===== src/rtl/snake_pkg.sv =====
// Shared types and default sizing for the snake body tracking blocks.
package snake_pkg;

    localparam int unsigned COORD_W = 4;
    localparam int unsigned MAX_LEN = 16;

    // One board cell; x occupies the upper half so {x,y} concatenation order is preserved.
    typedef struct packed {
        logic [COORD_W-1:0] x;
        logic [COORD_W-1:0] y;
    } pos_t;

    typedef enum logic [1:0] {
        IDLE = 2'd0,
        SCAN = 2'd1,
        DONE = 2'd2
    } state_t;

endpackage


===== src/rtl/snake_body_ram.sv =====
// Body position store: one synchronous write port, two asynchronous read ports (tail and scan).
module snake_body_ram #(
    parameter int unsigned DEPTH  = 16,
    parameter int unsigned ADDR_W = 4,
    parameter int unsigned DATA_W = 8
) (
    input  logic              clk,
    input  logic              wrEn,
    input  logic [ADDR_W-1:0] wrAddr,
    input  logic [DATA_W-1:0] wrData,
    input  logic [ADDR_W-1:0] tailAddr,
    output logic [DATA_W-1:0] tailData,
    input  logic [ADDR_W-1:0] scanAddr,
    output logic [DATA_W-1:0] scanData
);

    logic [DATA_W-1:0] mem [DEPTH];

    // Contents are don't-care after reset, so the array carries no reset.
    always_ff @(posedge clk) begin
        if (wrEn) begin
            mem[wrAddr] <= wrData;
        end
    end

    assign tailData = mem[tailAddr];
    assign scanData = mem[scanAddr];

endmodule


===== src/rtl/snake_body_reader.sv =====
// Snake body ring buffer: accepts head pushes, retires/reports the tail, and
// answers cell-occupancy queries with a one-entry-per-cycle scan from the tail.
module snake_body_reader #(
    parameter  int unsigned MAX_LEN = snake_pkg::MAX_LEN,
    parameter  int unsigned COORD_W = snake_pkg::COORD_W,
    localparam int unsigned PTR_W   = $clog2(MAX_LEN)
) (
    input  logic               clk,
    input  logic               reset,
    input  logic               push_valid,
    output logic               push_ready,
    input  logic [COORD_W-1:0] push_x,
    input  logic [COORD_W-1:0] push_y,
    input  logic               grow,
    input  logic               query_start,
    input  logic [COORD_W-1:0] query_x,
    input  logic [COORD_W-1:0] query_y,
    output logic               busy,
    output logic               done,
    output logic               hit,
    output logic               tail_valid,
    output logic [COORD_W-1:0] tail_x,
    output logic [COORD_W-1:0] tail_y,
    output logic [PTR_W:0]     length,
    output logic               full
);

    import snake_pkg::*;

    state_t           state;
    logic [PTR_W-1:0] wrPtr;
    logic [PTR_W-1:0] rdPtr;
    logic [PTR_W-1:0] idx;
    pos_t             qPos;
    pos_t             tailRd;
    pos_t             scanRd;
    logic             pushFire;
    logic             queryFire;
    logic             scanMatch;
    logic             scanLast;

    // A push offered in the same cycle as a query wins; the query is simply dropped.
    assign pushFire  = push_valid && push_ready;
    assign queryFire = (state == IDLE) && query_start && !push_valid;
    assign scanMatch = (scanRd == qPos);
    assign scanLast  = ({1'b0, idx} == (length - (PTR_W+1)'(1)));

    snake_body_ram #(
        .DEPTH  (MAX_LEN),
        .ADDR_W (PTR_W),
        .DATA_W (2*COORD_W)
    ) uRam (
        .clk      (clk),
        .wrEn     (pushFire),
        .wrAddr   (wrPtr),
        .wrData   ({push_x, push_y}),
        .tailAddr (rdPtr),
        .tailData (tailRd),
        .scanAddr (rdPtr + idx),
        .scanData (scanRd)
    );

    // Pointers, length, tail report and the query FSM; every output is a flop.
    always_ff @(posedge clk or negedge reset) begin
        if (!reset) begin
            state      <= IDLE;
            wrPtr      <= '0;
            rdPtr      <= '0;
            idx        <= '0;
            length     <= '0;
            full       <= 1'b0;
            qPos       <= '0;
            push_ready <= 1'b1;
            busy       <= 1'b0;
            done       <= 1'b0;
            hit        <= 1'b0;
            tail_valid <= 1'b0;
            tail_x     <= '0;
            tail_y     <= '0;
        end else begin
            done       <= 1'b0;
            tail_valid <= 1'b0;
            unique case (state)
                IDLE: begin
                    if (pushFire) begin
                        wrPtr <= wrPtr + PTR_W'(1);
                        if (length == '0) begin
                            length <= (PTR_W+1)'(1);
                        end else if (grow && !full) begin
                            length <= length + (PTR_W+1)'(1);
                            full   <= (length == (PTR_W+1)'(MAX_LEN - 1));
                        end else begin
                            // Growing while full saturates: the tail is retired as usual.
                            tail_x     <= tailRd.x;
                            tail_y     <= tailRd.y;
                            rdPtr      <= rdPtr + PTR_W'(1);
                            tail_valid <= 1'b1;
                        end
                    end else if (queryFire) begin
                        qPos       <= {query_x, query_y};
                        hit        <= 1'b0;
                        idx        <= '0;
                        busy       <= 1'b1;
                        push_ready <= 1'b0;
                        if (length == '0) begin
                            state <= DONE;
                            done  <= 1'b1;
                        end else begin
                            state <= SCAN;
                        end
                    end
                end
                SCAN: begin
                    if (scanMatch) begin
                        hit   <= 1'b1;
                        state <= DONE;
                        done  <= 1'b1;
                    end else if (scanLast) begin
                        state <= DONE;
                        done  <= 1'b1;
                    end else begin
                        idx <= idx + PTR_W'(1);
                    end
                end
                DONE: begin
                    state      <= IDLE;
                    busy       <= 1'b0;
                    push_ready <= 1'b1;
                end
                default: begin
                    state      <= IDLE;
                    busy       <= 1'b0;
                    push_ready <= 1'b1;
                end
            endcase
        end
    end

endmodule


===== config.mk =====
export PLATFORM = sky130hd
export DESIGN_NAME = snake_body_reader
export DESIGN_NICKNAME = d
export VERILOG_FILES = /design/src/rtl/snake_pkg.sv /design/src/rtl/snake_body_ram.sv /design/src/rtl/snake_body_reader.sv
export SDC_FILE = /design/constraint.sdc
export NUM_CORES = 1
export LEC_CHECK = 0
export ABC_AREA = 1
export CAP_MARGIN = 20
export CORE_MARGIN = 4
export CORE_UTILIZATION = 55
export CTS_BUF_LIST = sky130_fd_sc_hd__clkbuf_16
export CTS_CLUSTER_SIZE = 8
export DETAILED_ROUTE_END_ITERATION = 12
export PLACE_DENSITY = 0.8
export SYNTH_ARGS = -nofsm -noshare
export SYNTH_HDL_FRONTEND = slang
export SYNTH_SLANG_ARGS = --single-unit

===== constraint.sdc =====
create_clock -name clk -period 2.5 [get_ports clk]
set_input_delay 0.5 -clock clk [delete_from_list [all_inputs] [get_ports clk]]
set_output_delay 0.5 -clock clk [all_outputs]
set_load 0.05 [all_outputs]

Word level (Yosys, flattened, before mapping)

Memories as Yosys holds them, arrays and structs flattened. A register that Yosys moved wholly into a read port is not among the register bits.
Cells that the tools add are included.

Multiplexer cells: 33
Bitwise logic cells: 4
Equal/unequal tests: 10
Reductions and logical operators: 20
$add $sub $neg: 6

Operator list:

| cell                  | count |
|---|---|
| $mux W1               | 16 |
| $mux W4               | 4 |
| $add A4 B1 Y4 const B | 3 |
| $reduce_and A3 Y1     | 4 |
| $reduce_and A4 Y1     | 3 |
| $mux W2               | 5 |
| $mux W5               | 2 |
| $ne A2 B2 Y1 const B  | 5 |
| $eq A8 B8 Y1          | 1 |
| $pmux W1 S2           | 4 |
| $pmux W4 S2           | 1 |
| $add A5 B1 Y5 const B | 1 |
| $eq A4 B5 Y1          | 1 |
| $eq A5 B4 Y1 const B  | 1 |
| $logic_not A5 Y1      | 1 |
| $reduce_and A5 Y1     | 1 |
| $sub A5 B1 Y5 const B | 1 |
| $add A4 B4 Y4         | 1 |
| $logic_and A1 B1 Y1   | 4 |
| $not A1 Y1            | 4 |
| $pmux W2 S2           | 1 |
| $reduce_bool A2 Y1    | 2 |
| $logic_not A1 Y1      | 3 |
| $ne A3 B3 Y1 const B  | 1 |
| other kinds (3)       | 3 |

Register bits after elaboration: 33
Memories kept: 1
Output and inout port bits: 19
Bits in writable memories: 128
Word-level logic and storage cells: 87

Memories:

| memory   | words | width | rd ports | clocked after memory_dff | wr ports | line                 | RTL |
|---|---|---|---|---|---|---|---|
| uRam.mem | 16    | 8     | 2        | 1                        | 1        | snake_body_ram.sv:17 | `logic [DATA_W-1:0] mem [DEPTH];` |

Logic depth before layout (Yosys ltp)

Depth after elaboration: 6
Mapped depth: 19
Gate-level depth less buffers: 17

Modules after synthesis

From an unflattened synthesis, not the netlist that was laid out.

Cells, all modules: 1103
Area, all modules: 9161.3 µm²

By module, submodules not included:

| module            | area an instance (µm²) | times used | cells an instance |
|---|---|---|---|
| snake_body_ram    | 6936.7                 | 1          | 835 |
| snake_body_reader | 2224.6                 | 1          | 268 |

Worst setup path after synthesis

OpenSTA, ideal clock, no wires.

Path type: reg-to-reg
From: register rdPtr[0]
To: register idx[0]
Cell stages (with the launch flop): 18
Setup slack: 0.028 ns
Required time: 2.382 ns
Setup time: 0.118 ns
Clock period less this slack: 2.472 ns
Data arrival time: 2.354 ns
Cells stage by stage: dfrtp_1 > ha_1 > fa_1 > buf_2 > inv_2 > buf_4 > nand3_1 > nand2_1 > nand2_1 > nand3_2 > nand2_1 > nand2_1 > nand2_1 > nand2_1 > nor2_2 > nand3_4 > nand4_1 > nand2_1

Word-level cells in the longest chain between the ends: 5

RTL lines:

| what                        | line                     | RTL |
|---|---|---|
| from (decl)                 | snake_body_reader.sv:32  | `logic [PTR_W-1:0] rdPtr;` |
| from (signal assigned)      | snake_body_reader.sv:96  | `rdPtr <= rdPtr + PTR_W'(1);` |
| $add A4 B4 Y4               | snake_body_reader.sv:59  | `.scanAddr (rdPtr + idx),` |
| $mem_v2 Z16 W8              | n/a                      |  |
| $eq A8 B8 Y1                | snake_body_reader.sv:45  | `assign scanMatch = (scanRd == qPos);` |
| $ne A2 B2 Y1 (no line)      | n/a                      |  |
| $reduce_and A5 Y1 (no line) | n/a                      |  |
| to (signal assigned)        | snake_body_reader.sv:122 | `idx <= idx + PTR_W'(1);` |
| to (decl)                   | snake_body_reader.sv:33  | `logic [PTR_W-1:0] idx;` |

Every way passes these cells.
A chain may end at the register's enable or synchronous reset.

Worst setup path after layout

Same ends and word-level chain as after synthesis.

==> summary.md <==
| Metric | Value |
|---|---|
| Status | finished, violations left |
| Violated checks | setup timing |
| Worst setup SP type | flip-flop |
| Yosys warns | 0 |
| Area after DPL | roughly 9400 um^2 |
| I/O Buffers | 39 |
| WS Path Type | flip-flop to flip-flop |
| CORE AREA | ~15000 um^2 |
| Top-count cell post-synth | nand2_1 |
| Synth cell types | 33 |
| Drt total wl | approximately 24000 um |
| Unrepaired setup endpoints after global routing | true |
| Die Ht | roughly 130 um |
| Initial core utilization | a little under three fifths |
| Synthesized flop and latch total | 169 |
| Detailed placement HPWL | ~16000 um |
| Io pins | 40 |
| Period utilisation layout | 109.4% |
| Vias in the first global route | roughly 6700 |
| # Max-Cap Violations | 0 |
| Initial antenna violation count | 0 |
| HP Class | input port to async pin |
| Horiz. Die Dim | approximately 130 um |
| Fin. Hold Viols | 0 |
| Final slew viol count | 0 |
| DP Cell Count | approximately 1200 |
| Final Net Count | just over 1000 |
| # rows | between 40 and 50 |
| Arrival time worst endpoint | 3100 ps |
| Register area | between 4000 and 5000 um^2 |
| P_leak | between 4 and 5 nW |
| Syn Area/Cell | between 9 and 10 um^2 |
| Final Total Pwr | approximately 16 mW |
| Ys async rst share | about 24% |
| Post-Layout Inst Area | 10190 um^2 |
| Largest family of logic cells by synthesized area | simple AND/OR/NAND/NOR gates |
| Pre-CTS setup slack | -216.0 ps |
| Clock transition at path regs | 70 ps |
| Top FF cell, synth | edfxtp_1 |
| First-pass GRT wire length | ~37000 um |
| Post-Synth XOR/XNOR Area | 1.023% |
| CTS Hold Buffers Added | 0 |
| CTS Sinks | roughly 170 |
| Sequential fraction of the synthesis area | between 50% and 60% |
| Setup Skew | 10.66 ps |
| CTS Buf Count | 17 |
| Via count | roughly 7400 |
| Top cells by instance count after synthesis | 288 x nand2_1, 128 x edfxtp_1, 106 x nor2_1 |
| Routability Congestion | between 0.9 and 1 |
| Vias/cell | roughly 6.1 |
| EDFF count, synth | roughly 130 |
| Setup violations, final | 8 |
| Worst vdd ir | between 0.0009 and 0.001 V |
| # diodes | 0 |
| # DRC | 0 |
| Post-Synth Simple-Gate Area | about a quarter |
| Filler instances | 1142 |
| Pwr dens | 1554 nW/um^2 |
| Mapped Nets | 970 |
| Initial drt markers | 1019 |
| CP required | 2870 ps |
| Multi-input gate area | 3368 um^2 |
| Tot GR Track Use | between 20% and 30% |
| Final ANT Viol Nets | 0 |
| Largest net degree at the start of global routing | 69 |
| CP Capture Type | flip-flop |
| CP Max Fanout | 8 |
| Yosys top cell area share | between 40 and 50% |
| Synth Area in Compound Gates | about 10% |
| Die ar. | roughly 18000 um^2 |
| Root Buffer Master | clkbuf_16 |
| Clk buf depth | 2 |
| TritonCTS clock tree | done |
| Clk_lat worst skew | 430 ps |
| Share of layout cells above drive strength 1 | between 10% and 20% |
| P&R area growth vs syn | 19.05% |
| Slew @ Worst Pin | between 700 and 800 ps |
| Post-Synthesis Cells | around 940 |
| Largest area contributor in the netlist | edfxtp_1 |
| Max_slew headroom | approximately 50% |
| Synthesized area | 8559 um^2 |
| Pre-Repair DR Iteration Count | 6 |
| Max H-tree Level | 4 |
| Max Fclk | 0.3658 GHz |
| GR Overflow Total | 0 |
| FF-to-FF path depth | 17 |
| Minimum clock period | between 2000 and 3000 ps |
| Synth top area cells | edfxtp_1 45%, nand2_1 13%, dfrtp_1 12%, nand3_1 5.4%, nor2_1 4.6% |
| Fin cells | roughly 1200 |
| Post-route setup slack | -233.9 ps |
| Routed len/inst | 19.86 um |
| Post-synthesis adder-cell area fraction | 1.988% |
| Post-synthesis mux area share | 0% |
per-stage QoR:
stage                     utilization (%)  hold WS (ps)  setup TNS [ps]
after CTS                           65.91         154.9          -965.1
final                               67.03         135.0           -1477
after global placement              61.92         464.4           -1037
after detailed placement            61.92         483.7           -1268
after global routing                67.03         187.7           -2855
after floorplan                         -         204.4               0
cell usage in the layout, fill, tap and decap left out, types with 9 or more instances in the layout:
cell type / n
inv_1: 37
nand3_2: 14
o22ai_1: 15
ha_1: 11
nor2_1: 106
nand2_2: 24
clkdlybuf4s50_1: 38
o211ai_1: 16
edfxtp_1: 128
clkbuf_16: 19
o221ai_1: 17
buf_12: 9
o21ai_0: 77
nand3_1: 83
buf_4: 45
nand2_1: 270
dfrtp_1: 39
layer usage:
layer | wire length [um] | track usage (%) | up-vias | part of all wire (%)
met5 | 0 | 0 | - | 0
met4 | 820 | 11.03 | 0 | 3.4
met3 | 2499 | 6.236 | 75 | 10
met2 | 11370 | 43.17 | 496 | 47
met1 | 9246 | 35.97 | 3483 | 39
li1 | - | - | 3355 | -
cells by family after synthesis:
logic type | Yosys count
XOR/XNOR | 10
AND/OR/NAND/NOR | 513
buffers and inverters | 89
AO/OA/AOI/OAI | 142
flip-flops | 169
adder cells (fa/ha/maj) | 13
registers in the layout, indices dropped and copies added (netlist names), 4 cells and up:
signal / count
tail_x: 4
wrPtr: 4
rdPtr: 4
qPos: 8
tail_y: 4
uRam.mem: 128
length: 5
idx: 4
what timing repair did:
action                                 4_1_cts  5_1_grt
gates cloned                                 0        2
setup endpoints to repair                    8       11
pin swaps                                    3       27
resized for setup                            8       27
buffers inserted                             0        3
endpoints found under the hold margin        0        0
worst paths after layout:
| kind | from | endpoint | slack [ps] |
|---|---|---|---|
| max | rdPtr[0] | idx[0] | -230 |
| min | reset | tail_y[3] | 130 |
| max reg2reg | rdPtr[0] | idx[0] | -230 |
| min reg2reg | full | full | 500 |
| max in group asynchronous | reset | idx[2] | 1720 |
| min in group clk | full | full | 500 |
worst max-delay path: stages (launching register included):
cell and delay, ps:
dfrtp_2 430, ha_4 170, fa_2 590, buf_6 170, buf_12 140, buf_4 120, nand3_2 60, nand2_1 60
nand2_1 60, nand3_2 90, nand3b_1 80, nand2_1 70, nand2_2 60, nor2_4 160, nand3_4 150, nand3_4 130
nand2_1 70, nand2_1 70
where the power goes:
| group | internal (mW) | total, mW | switching, mW |
|---|---|---|---|
| logic | 3.60 | 9.72 | 6.12 |
| registers | 3.30 | 3.54 | 0.245 |
| clock network | 1.47 | 2.58 | 1.10 |
layout make-up:
class	instances	area share, %
Inverter	41	1.559
Tap cell	188	2.308
Sequential cell	169	47.81
Clock inverter	15	1.473
Clock buffer	17	4.175
Timing Repair Buffer	97	9.614
Multi-Input combinational cell	678	33.05
No activity file was read; power rests on OpenSTA's default activity.
